**config.mk**
```make
export PLATFORM = sky130hd
export DESIGN_NAME = audio_sample_packer
export DESIGN_NICKNAME = d
export VERILOG_FILES = /design/src/rtl/audio_packet_pkg.sv /design/src/rtl/audio_subpacket_format.sv /design/src/rtl/audio_sample_packer.sv
export SDC_FILE = /design/constraint.sdc
export NUM_CORES = 1
export LEC_CHECK = 0
export CORE_UTILIZATION = 50
export DETAILED_ROUTE_END_ITERATION = 6
export PLACE_DENSITY = 0.81
export SLEW_MARGIN = 5
export SYNTH_ARGS = -nofsm -noshare
export SYNTH_HDL_FRONTEND = slang
export SYNTH_SLANG_ARGS = --single-unit
```
**constraint.sdc**
```tcl
create_clock -name clk_pixel -period 2.3 [get_ports clk_pixel]
set_input_delay 0.575 -clock clk_pixel [delete_from_list [all_inputs] [get_ports clk_pixel]]
set_output_delay 0.575 -clock clk_pixel [all_outputs]
set_load 0.01 [all_outputs]
```
**src/rtl/audio_packet_pkg.sv**
```systemverilog
// Shared constants, subpacket type and parity helper for the HDMI audio sample packet path.
package audio_packet_pkg;

  localparam logic [7:0] HB0                = 8'h02;
  localparam int         IEC60958_FRAME_LEN = 192;

  typedef logic [55:0] subpacket_t;

  function automatic logic even_parity(input logic [23:0] data, input logic v,
                                       input logic u, input logic c);
    return ^{data, v, u, c};
  endfunction

endpackage

```
**src/rtl/audio_subpacket_format.sv**
```systemverilog
// Formats one stereo sample into a 56-bit audio subpacket: left-aligned data plus VUCP byte.
module audio_subpacket_format
  import audio_packet_pkg::*;
#(
  parameter int BIT_WIDTH = 16
) (
  input  logic [BIT_WIDTH-1:0] left_i,
  input  logic [BIT_WIDTH-1:0] right_i,
  input  logic                 c_i,
  input  logic                 present_i,
  output subpacket_t           sub_o
);

  logic [23:0] left24;
  logic [23:0] right24;
  logic        par_l;
  logic        par_r;

  assign left24  = 24'(left_i) << (24 - BIT_WIDTH);
  assign right24 = 24'(right_i) << (24 - BIT_WIDTH);
  assign par_l   = even_parity(left24, 1'b0, 1'b0, c_i);
  assign par_r   = even_parity(right24, 1'b0, 1'b0, c_i);

  // Byte order {PR,CR,UR,VR,PL,CL,UL,VL}; V and U are always zero.
  always_comb begin
    sub_o = '0;
    if (present_i) begin
      sub_o = {par_r, c_i, 1'b0, 1'b0, par_l, c_i, 1'b0, 1'b0, right24, left24};
    end
  end

endmodule

```
**src/rtl/audio_sample_packer.sv**
```systemverilog
// Stages up to 4 stereo samples and emits an HDMI audio sample packet on request.
// Optional macro AUDIO_CHANNEL_STATUS_EN drives C bits from a 192-bit channel-status vector.
module audio_sample_packer
  import audio_packet_pkg::*;
#(
  parameter int         BIT_WIDTH          = 16,
  parameter logic [3:0] SAMPLING_FREQUENCY = 4'b0011
) (
  input  logic                      clk_pixel,
  input  logic                      reset_n,
  input  logic [1:0][BIT_WIDTH-1:0] audio_in,
  input  logic                      sample_valid,
  output logic                      sample_ready,
  input  logic                      packet_enable,
  output logic                      packet_valid,
  output logic [23:0]               header,
  output subpacket_t [3:0]          sub
);

  logic [2:0]                count_q, count_d;
  logic [7:0]                fc_q, fc_d;
  logic [3:0][BIT_WIDTH-1:0] left_q, right_q;
  logic [3:0]                b_q, c_q;
  logic                      pv_q;
  logic [23:0]               header_q;
  subpacket_t [3:0]          sub_q;

  logic                      accept;
  logic                      emit;
  logic                      c_in;
  logic [1:0]                slot;
  logic [3:0]                present;
  subpacket_t [3:0]          sub_fmt;

`ifdef AUDIO_CHANNEL_STATUS_EN
  function automatic logic [191:0] build_channel_status();
    logic [191:0] cs;
    cs        = '0;
    cs[2]     = 1'b1;
    cs[27:24] = SAMPLING_FREQUENCY;
    case (BIT_WIDTH)
      16:      cs[35:32] = 4'b0010;
      24:      cs[35:32] = 4'b1011;
      default: cs[35:32] = 4'b0000;
    endcase
    return cs;
  endfunction

  localparam logic [191:0] CHANNEL_STATUS = build_channel_status();

  assign c_in = CHANNEL_STATUS[fc_q];
`else
  assign c_in = 1'b0;
`endif

  assign sample_ready = reset_n && (count_q < 3'd4);
  assign accept       = sample_valid && sample_ready;
  assign emit         = packet_enable && (count_q != 3'd0);
  // A sample arriving alongside an emitted packet opens the next packet in slot 0.
  assign slot         = emit ? 2'd0 : count_q[1:0];

  always_comb begin
    present = '0;
    for (int i = 0; i < 4; i++) begin
      present[i] = (count_q > 3'(i));
    end
  end

  always_comb begin
    count_d = count_q + {2'b00, accept};
    if (emit) begin
      count_d = {2'b00, accept};
    end
    fc_d = fc_q;
    if (accept) begin
      fc_d = (fc_q == 8'(IEC60958_FRAME_LEN - 1)) ? 8'd0 : fc_q + 8'd1;
    end
  end

  for (genvar g = 0; g < 4; g++) begin : g_fmt
    audio_subpacket_format #(.BIT_WIDTH(BIT_WIDTH)) u_fmt (
      .left_i    (left_q[g]),
      .right_i   (right_q[g]),
      .c_i       (c_q[g]),
      .present_i (present[g]),
      .sub_o     (sub_fmt[g])
    );
  end

  always_ff @(posedge clk_pixel) begin
    if (!reset_n) begin
      count_q  <= '0;
      fc_q     <= '0;
      left_q   <= '0;
      right_q  <= '0;
      b_q      <= '0;
      c_q      <= '0;
      pv_q     <= 1'b0;
      header_q <= '0;
      sub_q    <= '0;
    end else begin
      count_q <= count_d;
      fc_q    <= fc_d;
      pv_q    <= emit;
      if (emit) begin
        header_q <= {b_q & present, 4'b0000, 4'b0000, present, HB0};
        sub_q    <= sub_fmt;
      end
      if (accept) begin
        left_q[slot]  <= audio_in[0];
        right_q[slot] <= audio_in[1];
        b_q[slot]     <= (fc_q == 8'd0);
        c_q[slot]     <= c_in;
      end
    end
  end

  assign packet_valid = pv_q;
  assign header       = header_q;
  assign sub          = sub_q;

endmodule

```
Yosys cells after proc, flatten, opt, wreduce, memory -nomap -nowiden:

Cells that the tools add are included.

* register bits: 381
* word-level logic and storage cells: 62
* input bits: 36

* reduce and logical (&&, ||, !) cells: 15
* $lt $le $gt $ge: 7
* eq/ne operators: 1
* $add $sub $neg: 2
* multiplexer cells: 14
* bitwise gates (word level): 4

Operators with widths (number)
* 56-bit 2-to-1 mux: 4
* 27-bit parity: 8
* 64-bit bitwise mux: 2
* 16-bit demux with 2-bit select: 1
* 16-bit 2-to-1 mux: 1
* 8-bit by 1-bit adder with 8-bit output, second input constant: 1
* 4-bit AND: 2
* 8-bit == test, second input constant: 1
* 8-bit logical NOT: 1
* 8-bit 2-to-1 mux: 1
* 3-bit by 1-bit greater-than comparator with 1-bit output, second input constant: 2
* 3-bit by 2-bit greater-than comparator with 1-bit output, second input constant: 2
* 4-bit bitwise mux: 1
* 1-bit logical AND: 4
* 4-bit inverter: 1
* 3-bit by 1-bit adder with 3-bit output: 1
* 2-bit by 3-bit < comparator with 1-bit output, second input constant: 1
* 3-bit < comparator, second input constant: 1
* 3-bit nonzero test: 1
* 1-bit demux with 2-bit select: 1
* 2-bit by 1-bit greater-or-equal comparator with 1-bit output, second input constant: 1
* 1-bit 2-to-1 mux: 2
* 2-bit 2-to-1 mux: 1
* 2-bit OR reduction: 1
* 1-bit inverter: 1

Depth between registers and ports, before layout:

* word-level depth: 9
* gate-level depth with buffers: 8
* gate-level depth less buffers: 6

Hierarchy:

Synthesis repeated with hierarchy kept, for this count alone.

* cell total of the unflattened synthesis: 2076
* area total of the unflattened synthesis: 17591.9 um2

Modules (own cells, without submodules)
* audio_sample_packer: cells each 1712, area each 14709.1 um2, times used 1
* audio_subpacket_format: cells each 91, area each 720.7 um2, times used 4

Least setup slack after synthesis:

Ideal clock, no wire load.

* path kind: input-to-output
* from: input port reset_n
* to: output port sample_ready
* data arrival time: 1.445 ns
* stages: 4
* slack: 0.280 ns
* buffers on the path: 3
* path through: buf_2 > clkbuf_1 > clkbuf_1 > nor2b_1

* cells in the longest elaborated chain, start to end: 1

RTL lines
* start, declared: line audio_sample_packer.sv:10 `input logic reset_n,`
* 1-bit logical AND: line audio_sample_packer.sv:56 `assign sample_ready = reset_n && (count_q < 3'd4);`
* end, declared: line audio_sample_packer.sv:13 `output logic sample_ready,`

No other way between the ends.

Worst setup path after layout:

* from: register count_q[2]
* to: output port sample_ready

* cells in the longest elaborated chain, start to end: 2

RTL lines
* start, declared: line audio_sample_packer.sv:20 `logic [2:0] count_q, count_d;`
* start signal, assigned: line audio_sample_packer.sv:102 `count_q <= count_d;`
* 3-bit < comparator: line audio_sample_packer.sv:56
* 1-bit logical AND: line audio_sample_packer.sv:56

No other way between the ends.

==> flow_metrics.py <==
metrics = {
    "placement": {
        "hpwl_um": 21100,
        "placedCellCount": 1662,
        "gp_congestion": 0.840,
        "portBuffers": 190,
        "place_area_mm2": 0.0139,
    },
    "yosys": {
        "synth-seq-cells": 297,
        "synthArstFlopShare": 0,
        "yosys.area_share.adder": 0.00416,
        "syn_area_mm2": 0.0120,
        "muxShareOfSynthArea": 0.000832,
        "synth-simple-area-share": 0.106,
        "synth_cells": 1210,
        "synthTopCellsByArea": "dfxtp_1, a22o_1, nand2_1",
        "synth_edf_count": 0,
        "netlist.area_leader.share": 0.494,
        "synth_top_family_by_area": "compound AO/OA/AOI/OAI gates",
        "synthTopCellsByCount": "dfxtp_1, nand2_1, a22o_1, a21boi_0, xnor2_1",
        "seq_area_frac_synth": 0.494,
        "synth_flop_cell": "dfxtp_1",
        "synth_xor_area_frac": 0.102,
        "synth_most_common_cell": "dfxtp_1",
        "synth_compound_area_frac": 0.197,
        "avgSynthCellArea_um2": 9.95,
        "synth_largest_area_cell": "dfxtp_1",
        "synth_cell_types": 39,
        "yosysWarnings": 0,
    },
    "finish": {
        "multi_input_area_mm2": 0.00529,
        "num_antenna_cells": 0,
        "seqCellArea_mm2": 0.00595,
        "final_area_mm2": 0.0150,
        "nets": 1415,
        "drive_gt1_frac": 0.0637,
        "final_cells": 1717,
        "syn_to_final_growth_pct": 24.9,
        "fillers": 1906,
        "final_util": 0.638,
    },
    "global_route": {
        "grt_pass1_wl_um": 46200,
        "antenna_found_initial": 0,
        "use_met1": 0.312,
        "busiest_layer": "met2",
        "grt_overflow_total": 0,
        "grt_pass1_vias": 8331,
        "grt_use_met2": 0.412,
        "grt_max_degree": 87,
        "grt.total_usage": 0.242,
        "met3_usage": 0.0416,
    },
    "pwr": {
        "power_w": 0.0114,
        "irDropWorstVdd_mv": 0.449,
        "netSwitchingPower_w": 0.00251,
        "leakage_nw": 5.68,
        "power.share.clock": 0.467,
        "p_comb_frac": 0.070,
        "p_int_w": 0.00890,
        "seq_power_share": 0.463,
        "cellPowerDensity_mw_per_mm2": 760,
        "sw_frac_of_total": 0.220,
    },
    "cts": {
        "cts-root-buf": "clkbuf_16",
        "post_cts_buffers": 0,
        "cts_hold_buf": 0,
        "cts_tree": "yes",
        "ctsHtreeMaxLevel": 1,
        "cts_resized": 0,
        "clkSlewWorstSetupHoldPaths_ns": 0.06,
        "cts_buffer_depth": 3,
        "clk_latency_ns": 0.54,
        "cts_buffers": 30,
        "clkSinkCount": 297,
    },
    "floorplan": {
        "initial_utilization": 0.511,
        "fp-row-count": 56,
        "pin_count": 286,
        "die_h_um": 157,
        "dieArea_mm2": 0.0247,
        "core_area_mm2": 0.0235,
        "die_x_um": 157,
    },
    "min_path": {
        "min_path_cells": 2,
        "hold_end": "header[8]$_SDFFE_PN0P_",
        "min_from": "reset_n",
        "holdCritPathClass": "primary input to register",
    },
    "drt": {
        "wirelength_um": 30200,
        "drc_errors": 0,
        "firstDrtPassIters": 7,
        "drtIter0Drc": 526,
        "vias_per_cell": 5.18,
        "vias": 8889,
        "drtAntennaViolNets": 0,
        "wl_per_cell_um": 17.6,
    },
    "critical_path": {
        "critPathKind": "register to primary output",
        "slowest_delay_ns": 0.54,
        "reg2reg_depth": 4,
        "critical_path_arrival_ns": 1.58,
        "cpLargestDelayFamily": "buffers and inverters",
        "start_kind": "register",
        "critPathSlowestCell": "clkdlybuf4s50_1",
        "r2r-end": "right_q[39]$_SDFFE_PN0P_",
        "r2r_slack_ns": 0.52,
        "r2r-start": "count_q[1]$_SDFF_PP0_",
        "cp_max_fo": 8,
        "worstSetupEndpointType": "primary output",
        "worstPathCellList": "nor2b_1 > clkdlybuf4s50_1",
        "critPathBufInv": 1,
        "critPathRequiredTime_ns": 1.73,
    },
    "sta": {
        "fmax_mhz": 464,
        "worst_slew_pin_slew_ns": 0.735,
        "skew_ns": 0.00930,
        "slew_viol_final": 0,
        "setup_viol": 0,
        "final_hold_viol_count": 0,
        "rsz0062_at_grt": "no",
        "post-route-period-util": 0.937,
        "layout_min_cycle_time_ns": 2.15,
        "slew_headroom": 0.510,
        "final.setup.tns_ns": 0,
    },
    "run": {
        "cap_violations": 0,
    },
    "run_status": {
        "status": "finished clean",
    },
}
[final cells by class]
cell class	count	area share
timing repair buffer	219	0.151
clock buffer	43	0.0593
multi-input combinational	823	0.352
sequential	297	0.396
clock inverter	12	0.0144
inverter	4	0.000999
tap	319	0.0266
[power by group through the flow]
| stage | logic, W | registers, W | clock network, W |
|---|---|---|---|
| 2_1_floorplan | 0.000621 | 0.00538 | 0 |
| 3_3_place_gp | 0.000785 | 0.00540 | 0 |
| 3_5_place_dp | 0.000794 | 0.00540 | 0 |
| 4_1_cts | 0.000801 | 0.00528 | 0.00539 |
| 5_1_grt | 0.000859 | 0.00529 | 0.00562 |
| 6_report | 0.000804 | 0.00528 | 0.00532 |
[routing by layer]
layer  up-vias  wire (um)  share of wire
met5         -          0              0
met4         0        636          0.021
met3        39       2020          0.067
met2       336      14600           0.48
met1      4296      13000           0.43
li1       4218          -              -
[worst max path at each step]
stage,startpoint,to,depth (start not counted)
after floorplan,reset_n,sample_ready,4
after global placement,sample_valid,right_q[44]$_SDFFE_PN0P_,6
after detailed placement,sample_valid,right_q[42]$_SDFFE_PN0P_,6
after CTS,count_q[2]$_SDFF_PP0_,sample_ready,2
after global routing,count_q[2]$_SDFF_PP0_,sample_ready,2
final,count_q[2]$_SDFF_PP0_,sample_ready,2
[placed cells by master (no fill, tap or decap), drive strengths merged, types with 8 or more instances in the layout]
master           n
nor2             8
xnor2          109
clkdlybuf4s50  189
clkbuf          43
conb            95
xnor3            8
a21boi         129
dfxtp          297
a22o           143
buf             30
and3             9
xor2            10
nand3            8
nand2          264
[registers in the layout, summed over array words and instances (netlist names)]
signal,count
b_q,4
c_q,4
count_q,3
fc_q,8
header,9
left_q,64
packet_valid,1
right_q,64
sub,140
[stage by stage]
step,hold slack (ns),setup slack [ns]
5_1_grt,0.330,0.0895
3_5_place_dp,0.441,-0.0725
4_1_cts,0.314,0.0469
2_1_floorplan,0.442,0.280
6_report,0.329,0.146
3_3_place_gp,0.436,-0.0214
[kinds of logic (layout without fill, tap and decap cells)]
family	after synthesis	after routing
compound gates	290	290
xor+xnor	127	127
fa+ha+maj	4	4
buf+inv	184	278
flops	297	297
mux	1	1
other cells	1	95
simple gates	306	306
(Power assumes the default switching activity.)
